==> config.mk <==
export PLATFORM = sky130hd
export DESIGN_NAME = lfsr_add_pipeline
export DESIGN_NICKNAME = d
export VERILOG_FILES = /design/src/rtl/lfsr_chain_pkg.sv /design/src/rtl/chain_stage.sv /design/src/rtl/lfsr_add_pipeline.sv
export SDC_FILE = /design/constraint.sdc
export NUM_CORES = 1
export LEC_CHECK = 0
export ABC_AREA = 1
export ABC_CLOCK_PERIOD_IN_PS = 2800
export CAP_MARGIN = 20
export CORE_MARGIN = 1.5
export CORE_UTILIZATION = 41
export CTS_CLUSTER_SIZE = 14
export DETAILED_ROUTE_END_ITERATION = 16
export GPL_ROUTABILITY_DRIVEN = 0
export HOLD_SLACK_MARGIN = 0.1
export SYNTH_ARGS = -nofsm -noshare
export SYNTH_HDL_FRONTEND = slang
export SYNTH_SLANG_ARGS = --single-unit
export TNS_END_PERCENT = 100
==> constraint.sdc <==
create_clock -name clk -period 2.8 [get_ports clk]
set_input_delay 0.42 -clock clk [delete_from_list [all_inputs] [get_ports clk]]
set_output_delay 0.42 -clock clk [all_outputs]
set_load 0.02 [all_outputs]
==> src/rtl/lfsr_chain_pkg.sv <==
// Shared types and constants for the LFSR-driven add/subtract pipeline.
package lfsr_chain_pkg;

  localparam int COUNT_W       = 16;
  localparam int DEFAULT_WIDTH = 8;

  typedef enum logic {
    MODE_ADD = 1'b0,
    MODE_SUB = 1'b1
  } mode_e;

  typedef struct packed {
    logic                     valid;
    mode_e                    mode;
    logic [DEFAULT_WIDTH-1:0] data;
  } stage_t;

endpackage

==> src/rtl/chain_stage.sv <==
// One register slice of the add/subtract chain with valid/ready flow control.
module chain_stage
  import lfsr_chain_pkg::*;
#(
  parameter int WIDTH = DEFAULT_WIDTH
) (
  input  logic             clk,
  input  logic             rst,
  input  logic             in_valid,
  input  logic             in_mode,
  input  logic [WIDTH-1:0] in_data,
  input  logic [WIDTH-1:0] addend,
  input  logic             down_ready,
  output logic             up_ready,
  output logic             valid,
  output logic             mode,
  output logic [WIDTH-1:0] data
);

  function automatic logic [WIDTH-1:0] apply_op(input logic m,
                                                input logic [WIDTH-1:0] a,
                                                input logic [WIDTH-1:0] k);
    return (mode_e'(m) == MODE_SUB) ? a - k : a + k;
  endfunction

  // A slot can take a new value when empty or when its contents move on this cycle.
  assign up_ready = !valid || down_ready;

  always_ff @(posedge clk or posedge rst) begin
    if (rst) begin
      valid <= 1'b0;
      mode  <= 1'b0;
      data  <= '0;
    end else if (up_ready) begin
      valid <= in_valid;
      if (in_valid) begin
        mode <= in_mode;
        data <= apply_op(in_mode, in_data, addend);
      end
    end
  end

endmodule

==> src/rtl/lfsr_add_pipeline.sv <==
// Fibonacci LFSR feeding an N-stage add/subtract pipeline that drains into a
// running checksum and a saturating handshake counter.
module lfsr_add_pipeline
  import lfsr_chain_pkg::*;
#(
  parameter int          WIDTH = DEFAULT_WIDTH,
  parameter int          N     = 4,
  parameter logic [63:0] SEED  = 64'hA5,
  parameter logic [63:0] TAPS  = 64'hB8
) (
  input  logic               clk,
  input  logic               rst,
  input  logic               en,
  input  logic               mode,
  input  logic               out_ready,
  output logic               out_valid,
  output logic [WIDTH-1:0]   result,
  output logic [WIDTH-1:0]   checksum,
  output logic [COUNT_W-1:0] count
);

  localparam logic [WIDTH-1:0] SEED_T = SEED[WIDTH-1:0];
  localparam logic [WIDTH-1:0] TAPS_T = TAPS[WIDTH-1:0];

  if (WIDTH < 2) begin : g_bad_width
    $error("WIDTH must be at least 2");
  end
  if (N < 1) begin : g_bad_n
    $error("N must be at least 1");
  end
  if (SEED_T == '0) begin : g_bad_seed
    $error("SEED truncated to WIDTH must be nonzero");
  end

  function automatic logic [COUNT_W-1:0] sat_inc(input logic [COUNT_W-1:0] c);
    return (c == '1) ? c : c + 1'b1;
  endfunction

  logic [WIDTH-1:0] lfsr;
  logic [N:0]       rdy;
  logic [N:0]       vld;
  logic [N:0]       md;
  logic [WIDTH-1:0] dat [0:N];

  // Index 0 is the injection point; index i+1 is the output of stage i.
  assign vld[0]  = en;
  assign md[0]   = mode;
  assign dat[0]  = lfsr;
  assign rdy[N]  = out_ready;

  for (genvar i = 0; i < N; i++) begin : g_stage
    chain_stage #(.WIDTH(WIDTH)) u_stage (
      .clk       (clk),
      .rst       (rst),
      .in_valid  (vld[i]),
      .in_mode   (md[i]),
      .in_data   (dat[i]),
      .addend    (WIDTH'(i + 1)),
      .down_ready(rdy[i+1]),
      .up_ready  (rdy[i]),
      .valid     (vld[i+1]),
      .mode      (md[i+1]),
      .data      (dat[i+1])
    );
  end

  assign out_valid = vld[N];
  assign result    = dat[N];

  always_ff @(posedge clk or posedge rst) begin
    if (rst) begin
      lfsr <= SEED_T;
    end else if (en && rdy[0]) begin
      lfsr <= {lfsr[WIDTH-2:0], ^(lfsr & TAPS_T)};
    end
  end

  // Drain side: one accumulation per accepted result.
  always_ff @(posedge clk or posedge rst) begin
    if (rst) begin
      checksum <= '0;
      count    <= '0;
    end else if (out_valid && out_ready) begin
      checksum <= checksum + result;
      count    <= sat_inc(count);
    end
  end

endmodule

==> results of run 1 <==
[registers in the layout (all words and copies together) (netlist names)]
register               cells
checksum                   8
count                     16
g_stage.u_stage.data      32
g_stage.u_stage.mode       3
g_stage.u_stage.valid      4
lfsr                       8
[worst reg2reg max path, delay by kind of cell (launching register included)]
family,cells,cell delay [ns]
simple gates,7,0.47
flops,1,0.52
buf+inv,2,0.20
fa+ha+maj,1,0.43
[synth_stat cells]
| cell type | count | area share |
|---|---|---|
| a21oi_1 | 14 | 0.015 |
| and2_1 | 3 | 0.0041 |
| nand2_1 | 220 | 0.18 |
| nor2_2 | 4 | 0.0055 |
| nand2_4 | 1 | 0.0025 |
| buf_2 | 5 | 0.0055 |
| buf_4 | 9 | 0.015 |
| xnor2_1 | 12 | 0.023 |
| o21ai_1 | 7 | 0.0077 |
| dfrtp_1 | 67 | 0.37 |
| nand3_1 | 38 | 0.042 |
| nor2_1 | 34 | 0.028 |
| o21ai_0 | 36 | 0.040 |
| fa_1 | 5 | 0.022 |
| clkinv_1 | 1 | 0.00083 |
| o21ai_2 | 2 | 0.0039 |
| a31oi_1 | 1 | 0.0014 |
| xor2_1 | 6 | 0.012 |
| or2_2 | 10 | 0.014 |
| inv_2 | 3 | 0.0025 |
| o21ai_4 | 1 | 0.0036 |
| o22ai_1 | 1 | 0.0014 |
| buf_6 | 2 | 0.0050 |
| dfstp_2 | 4 | 0.023 |
| nor2_4 | 3 | 0.0075 |
| ha_1 | 29 | 0.080 |
| nand3b_1 | 12 | 0.020 |
| nand4_1 | 5 | 0.0069 |
| inv_1 | 62 | 0.051 |
| nand2_2 | 3 | 0.0041 |
[layer usage]
metal | up-vias | global-route usage | routed length [um]
met5 | - | 0 | 0
met4 | 0 | 0.0639 | 98
met3 | 8 | 0.0277 | 255
met2 | 41 | 0.277 | 4130
met1 | 1679 | 0.212 | 4300
li1 | 1973 | - | -
[through the flow]
step                hold slack, ns  total power, uW
floorplan                    0.442             4330
global placement             0.463             5060
detailed placement           0.469             5150
CTS                          0.472             6270
global route                 0.492             6870
finish                       0.452             6200
[worst max-delay path by stage]
| stage | startpoint | end | slack (ns) | cells past startpoint |
|---|---|---|---|---|
| 5_1_grt | mode | g_stage[0].u_stage.data[6] | 0.72 | 11 |
| 3_5_place_dp | mode | g_stage[0].u_stage.data[6] | 0.49 | 11 |
| 6_report | mode | g_stage[0].u_stage.data[6] | 0.85 | 11 |
| 3_3_place_gp | mode | g_stage[0].u_stage.data[6] | 0.56 | 11 |
| 4_1_cts | count[2] | count[2] | 0.85 | 1 |
| 2_1_floorplan | rst | checksum[0] | 0.59 | 1 |
[final cells by class]
cell class	instances	area share
timing repair buffer	42	0.0796
inverter	66	0.0469
clock inverter	7	0.0270
tap	140	0.0332
multi-input combinational	447	0.452
clock buffer	9	0.0235
sequential	71	0.338
[where the power goes]
group	internal [uW]	total, uW	switching, uW
registers	1480	1890	409
logic	1390	3220	1830
clock network	685	1090	406
[logic make-up after synthesis]
family	share of synthesized area
flops	0.393
buf+inv	0.0801
simple gates	0.317
compound gates	0.0732
fa+ha+maj	0.102
xor+xnor	0.0348
==> key figures, run 1 <==
Die
  • Starting Density: 0.420
  • Core Region: 0.0108 sq mm
  • Chip Height: 108 um
  • Row count: 38
  • IO Pins: 38
  • Die Footprint: 0.0117 sq mm
  • Die Wd: 108 um

Clock tree
  • Post-CTS Setup Repair Bufs: 0
  • CTS tree: done
  • Root Buffer: clkbuf_8
  • Clock Path Buffers: 2
  • Reg clk slew, reported paths: 0.08 ns
  • Worst skew pair latency: 0.34 ns
  • Resize count post-CTS: 0
  • CTS Sinks: 71
  • H-tree levels: 3
  • CTS buffer count: 9
  • Hold buffers post-CTS: 0

STA
  • RSZ-0062 raised after global routing: no
  • Headroom to the max-slew limit: 0.621
  • Worst Max-Slew Pin Slew: 0.567 ns
  • Max Clk Rate: 514 MHz
  • Worst setup margin: 0.853 ns
  • Slew Viols, Final: 0
  • Clock Skews: 0.0124 ns
  • Fin Setup TNS: 0 ns
  • Min Clock Period, post-route: 1.95 ns
  • # setup viols final: 0
  • Period Utilization, post-route: 0.695
  • Fin. Hold Viols: 0

Synthesis
  • Syn Std Cell Area: 0.00453 sq mm
  • Seq/Total Area, Yosys: 0.393
  • Yosys cell types: 30
  • Syn Area/Cell: 7.55 sq um
  • Yosys warns: 0
  • Synth Instances: 600
  • Syn_nets: 639
  • Yosys reg bits: 71

Placed design
  • Post-DP HPWL: 6800 um
  • Port Buf Inserts: 37
  • Dpl cell area: 0.00501 sq mm
  • Post-Place Cells: 766
  • Worst slack, placed: 0.493 ns

Finish
  • Post-Layout Inst Area: 0.00528 sq mm
  • Layout Nets: 676
  • Layout overhead on the synthesized area: 16.5%
  • Multi-input gate area: 0.00239 sq mm
  • Ant diodes: 0
  • Fin util: 0.489
  • Most frequent cells in the layout: 220 x nand2_1, 67 x dfrtp_1, 61 x inv_1
  • Most common cell after layout, fill and taps aside: nand2_1
  • Fillers: 1071
  • Fraction of layout cells with a size suffix above 1: 0.0826
  • Area taken by flip-flops and latches: 0.00178 sq mm
  • Final Non-Filler Cells: 782

Setup path
  • R2R Setup Slk: 1.09 ns
  • Critical Path Source Type: primary input
  • Critical path cell sequence: clkdlybuf4s50_1 > inv_1 > fa_1 > inv_1 > nand2_1 > nand2_1 > nand3b_1 > nand2_1 > nand2_1 > nand3_1 > nand2_1
  • Reg2reg start: g_stage[0].u_stage.mode
  • Max FO, Critical Path: 8
  • Critical R2R Capture: g_stage[1].u_stage.data[7]
  • Max incr delay on CP: 0.68 ns
  • Setup CP Type: primary input to flop
  • CP max-delay cell: clkdlybuf4s50_1
  • Crit path buf inv count: 3
  • CP most frequent cell: nand2_1
  • Req. time, crit path: 3.03 ns
  • Path depth of the worst reg2reg path: 10
  • CP top delay family: buffers and inverters
  • Crit path DAT: 2.18 ns
  • Critical Path Sink Type: flop

Routing
  • Avg WL per Cell: 11.2 um
  • DRC Markers: 0
  • Vias per inst: 4.73
  • Iter 0 DRT Violations: 141
  • Final wirelength: 8780 um
  • Total number of vias: 3701
  • Antenna-violating nets left: 0
  • DR pass1 iterations: 4

Power and ir drop
  • Peak VDD IR: 0.507 mV
  • Leakage power: 0.00261 uW
  • PwrDens: 1170 mW/mm^2

GRT
  • All-Layer GR Usage: 0.165
  • Initial antenna violation count: 0
  • Remaining Overflow, GRT: 0
  • Largest net degree at the start of global routing: 47
  • First-pass GRT wire length: 15600 um
  • Vias in the first global route: 3522

Status
  • Status: complete, no violations

Hold path
  • Min-delay worst type: primary input to asynchronous set/reset pin

Job
  • # Max-Cap Violations: 0
Power figures use the tool's default switching activity.
==> run 2, diff against run 1 <==
ABC_CLOCK_PERIOD_IN_PS = 2000   (was 2800)
clock period = 2 ns   (was 2.8 ns; I/O delays follow)
==> run 2 against run 1 <==
Net effect: global-route usage down 0.13 points; setup slack worse by 0.68 ns; combinational power up 39%; power up 40%; core utilization up 0.25 points; register-to-register slack worse by 0.79 ns; flip-flop and latch count unchanged; clock-buffer cell count up 1; clock power up 39%; cell area up 0.52%; critical path type is now flop to primary output; sequential share of layout area down 0.18 points; non-clock buffer count up 4.
==> key figures, run 2 (synthesized netlist as in run 1, its figures left out) <==
Routing
  • Iter 0 DRT Violations: 177 (+26%)
  • Highest metal used: met4
  • Met1 WL: 4190 um (-2.6%)
  • Avg WL per Cell: 11.2 um (-0.42%)
  • Vias per inst: 4.81 (+1.6%)
  • DRC Markers: 0 (unchanged)
  • DR pass1 iterations: 6 (+2)
  • Total number of vias: 3781 (+2.2%)
  • Final wirelength: 8790 um (about the same)
  • DR WL met2: 4200 um (+1.6%)
  • Antenna-violating nets left: 0 (unchanged)
  • Wire length on met3: 245 um (-3.9%)

Die
  • Core Region: 0.0108 sq mm (unchanged)
  • Die Wd: 108 um (unchanged)
  • Starting Density: 0.420 (unchanged)
  • Chip Height: 108 um (unchanged)
  • IO Pins: 38 (unchanged)
  • Die Footprint: 0.0117 sq mm (unchanged)
  • Row count: 38 (unchanged)

STA
  • Period Utilization, post-route: 0.914
  • Fin. Hold Viols: 0 (unchanged)
  • Min Clock Period, post-route: 1.83 ns
  • Max Clk Rate: 547 MHz
  • Fin Hold WS: 0.380 ns (-0.0719 ns)
  • Worst Max-Slew Pin Slew: 0.436 ns (-0.132 ns)
  • Slew Viols, Final: 0 (unchanged)
  • Headroom to the max-slew limit: 0.709 (+0.0877)
  • RSZ-0062 raised after global routing: no
  • # setup viols final: 0 (unchanged)
  • Fin Setup TNS: 0 ns (unchanged)
  • Clock Skews: 0.00679 ns (-0.00558 ns)

Setup path
  • Critical R2R Capture: g_stage[1].u_stage.data[7]
  • CP top delay family: buffers and inverters
  • Setup CP Type: flop to primary output
  • CP max-delay cell: clkdlybuf4s50_1
  • Path depth of the worst reg2reg path: 10 (unchanged)
  • Max incr delay on CP: 0.66 ns (-0.02 ns)
  • Critical Path Source Type: flop
  • Crit path buf inv count: 1 (-2)
  • Req. time, crit path: 1.70 ns (-1.33 ns)
  • Critical Path Sink Type: primary output
  • Crit path DAT: 1.53 ns (-0.65 ns)
  • Max FO, Critical Path: 8 (unchanged)
  • R2R Setup Slk: 0.30 ns (-0.79 ns)
  • Reg2reg start: g_stage[0].u_stage.mode
  • Critical path cell sequence: clkdlybuf4s50_1

Placed design
  • Post-Place Cells: 770 (+0.52%)
  • Post-DP HPWL: 6620 um (-2.6%)
  • Dpl cell area: 0.00505 sq mm (+0.67%)
  • Port Buf Inserts: 37 (unchanged)

Finish
  • Layout Nets: 680 (+0.59%)
  • Post-Layout Inst Area: 0.00531 sq mm (+0.52%)
  • Most common cell after layout, fill and taps aside: nand2_1
  • Final Non-Filler Cells: 786 (+0.51%)
  • Most frequent cells in the layout: 220 x nand2_1, 67 x dfrtp_1, 61 x inv_1
  • Leading registers by flop count: g_stage.u_stage.data: 32 flops, count: 16 flops
  • Ant diodes: 0 (unchanged)
  • Fillers: 1086 (+1.4%)
  • Fraction of layout cells with a size suffix above 1: 0.0867 (+0.00413)
  • Layout overhead on the synthesized area: 17.1%
  • Max FFs per register: 32 (unchanged)
  • Biggest register: g_stage.u_stage.data

Clock tree
  • Reg clk slew, reported paths: 0.08 ns (about the same)
  • H-tree levels: 3 (unchanged)
  • CTS tree: done
  • CTS Sinks: 71 (unchanged)
  • Root Buffer: clkbuf_8
  • CTS buffer count: 9 (unchanged)
  • Clock Path Buffers: 2 (unchanged)
  • Resize count post-CTS: 0 (unchanged)
  • Hold buffers post-CTS: 0 (unchanged)
  • Post-CTS Setup Repair Bufs: 0 (unchanged)
  • Worst skew pair latency: 0.36 ns (+0.02 ns)

Power and ir drop
  • Final Power: 8650 uW (+40%)
  • PwrDens: 1630 mW/mm^2 (+39%)
  • Leakage power: 0.00262 uW (+0.30%)
  • Peak VDD IR: 0.692 mV (+36%)

GRT
  • Remaining Overflow, GRT: 0 (unchanged)
  • All-Layer GR Usage: 0.163 (-0.00131)
  • Largest net degree at the start of global routing: 72 (+53%)
  • First-pass GRT wire length: 15200 um (-2.6%)
  • Vias in the first global route: 3484 (-1.1%)
  • Initial antenna violation count: 0 (unchanged)

Status
  • Status: complete, no violations

Hold path
  • Min-delay worst type: primary input to asynchronous set/reset pin

Job
  • # Max-Cap Violations: 0 (unchanged)
run 2: cell types whose count changed in the layout (fill, tap and decap cells not counted):
| cell | before | now |
|---|---|---|
| inv_6 | 1 | 0 |
| inv_2 | 4 | 3 |
| buf_4 | 4 | 8 |
| clkbuf_1 | 0 | 1 |
| clkinv_4 | 1 | 0 |
| clkinvlp_4 | 0 | 2 |
run 2: tightest hold or removal path, cell delays in order:
cell	delay [ns]
clkdlybuf4s50_1	0.44
clkinvlp_4	0.09
buf_12	0.32
run 2: area by class of cell:
cell class / count / area [sq um] / share of cell area
Timing Repair Buffer: 46 / 450 / 0.0849
Sequential cell: 71 / 1780 / 0.336
Inverter: 66 / 251 / 0.0474
Multi-Input combinational cell: 447 / 2390 / 0.450
Clock buffer: 10 / 128 / 0.0241
Tap cell: 140 / 175 / 0.0330
Clock inverter: 6 / 133 / 0.0250
run 2: routing by layer:
layer  GRT usage  vias up
li1            -     1987
met1       0.206     1726
met2       0.275       57
met3      0.0253       11
met4      0.0780        0
met5           0        -
run 2: where the power goes:
| part | switching (uW) | leakage [uW] | internal [uW] |
|---|---|---|---|
| sequential | 572 | 0.000879 | 2070 |
| clock | 563 | 0.000126 | 953 |
| combinational | 2520 | 0.00162 | 1970 |
run 2: worst max path at each step:
stage,start,to,cells past startpoint
4_1_cts,count[2],count[2],1
2_1_floorplan,checksum[0],checksum[4],10
6_report,count[2],count[2],1
3_3_place_gp,mode,g_stage[0].u_stage.data[6],11
5_1_grt,count[2],count[2],1
3_5_place_dp,mode,g_stage[0].u_stage.data[6],11
run 2: stage by stage:
stage | utilization | worst slack (ns)
finish | 0.492 | 0.173
global placement | 0.468 | 0.0124
detailed placement | 0.468 | -0.0375
global route | 0.492 | 0.116
floorplan | - | 0.375
CTS | 0.492 | 0.151
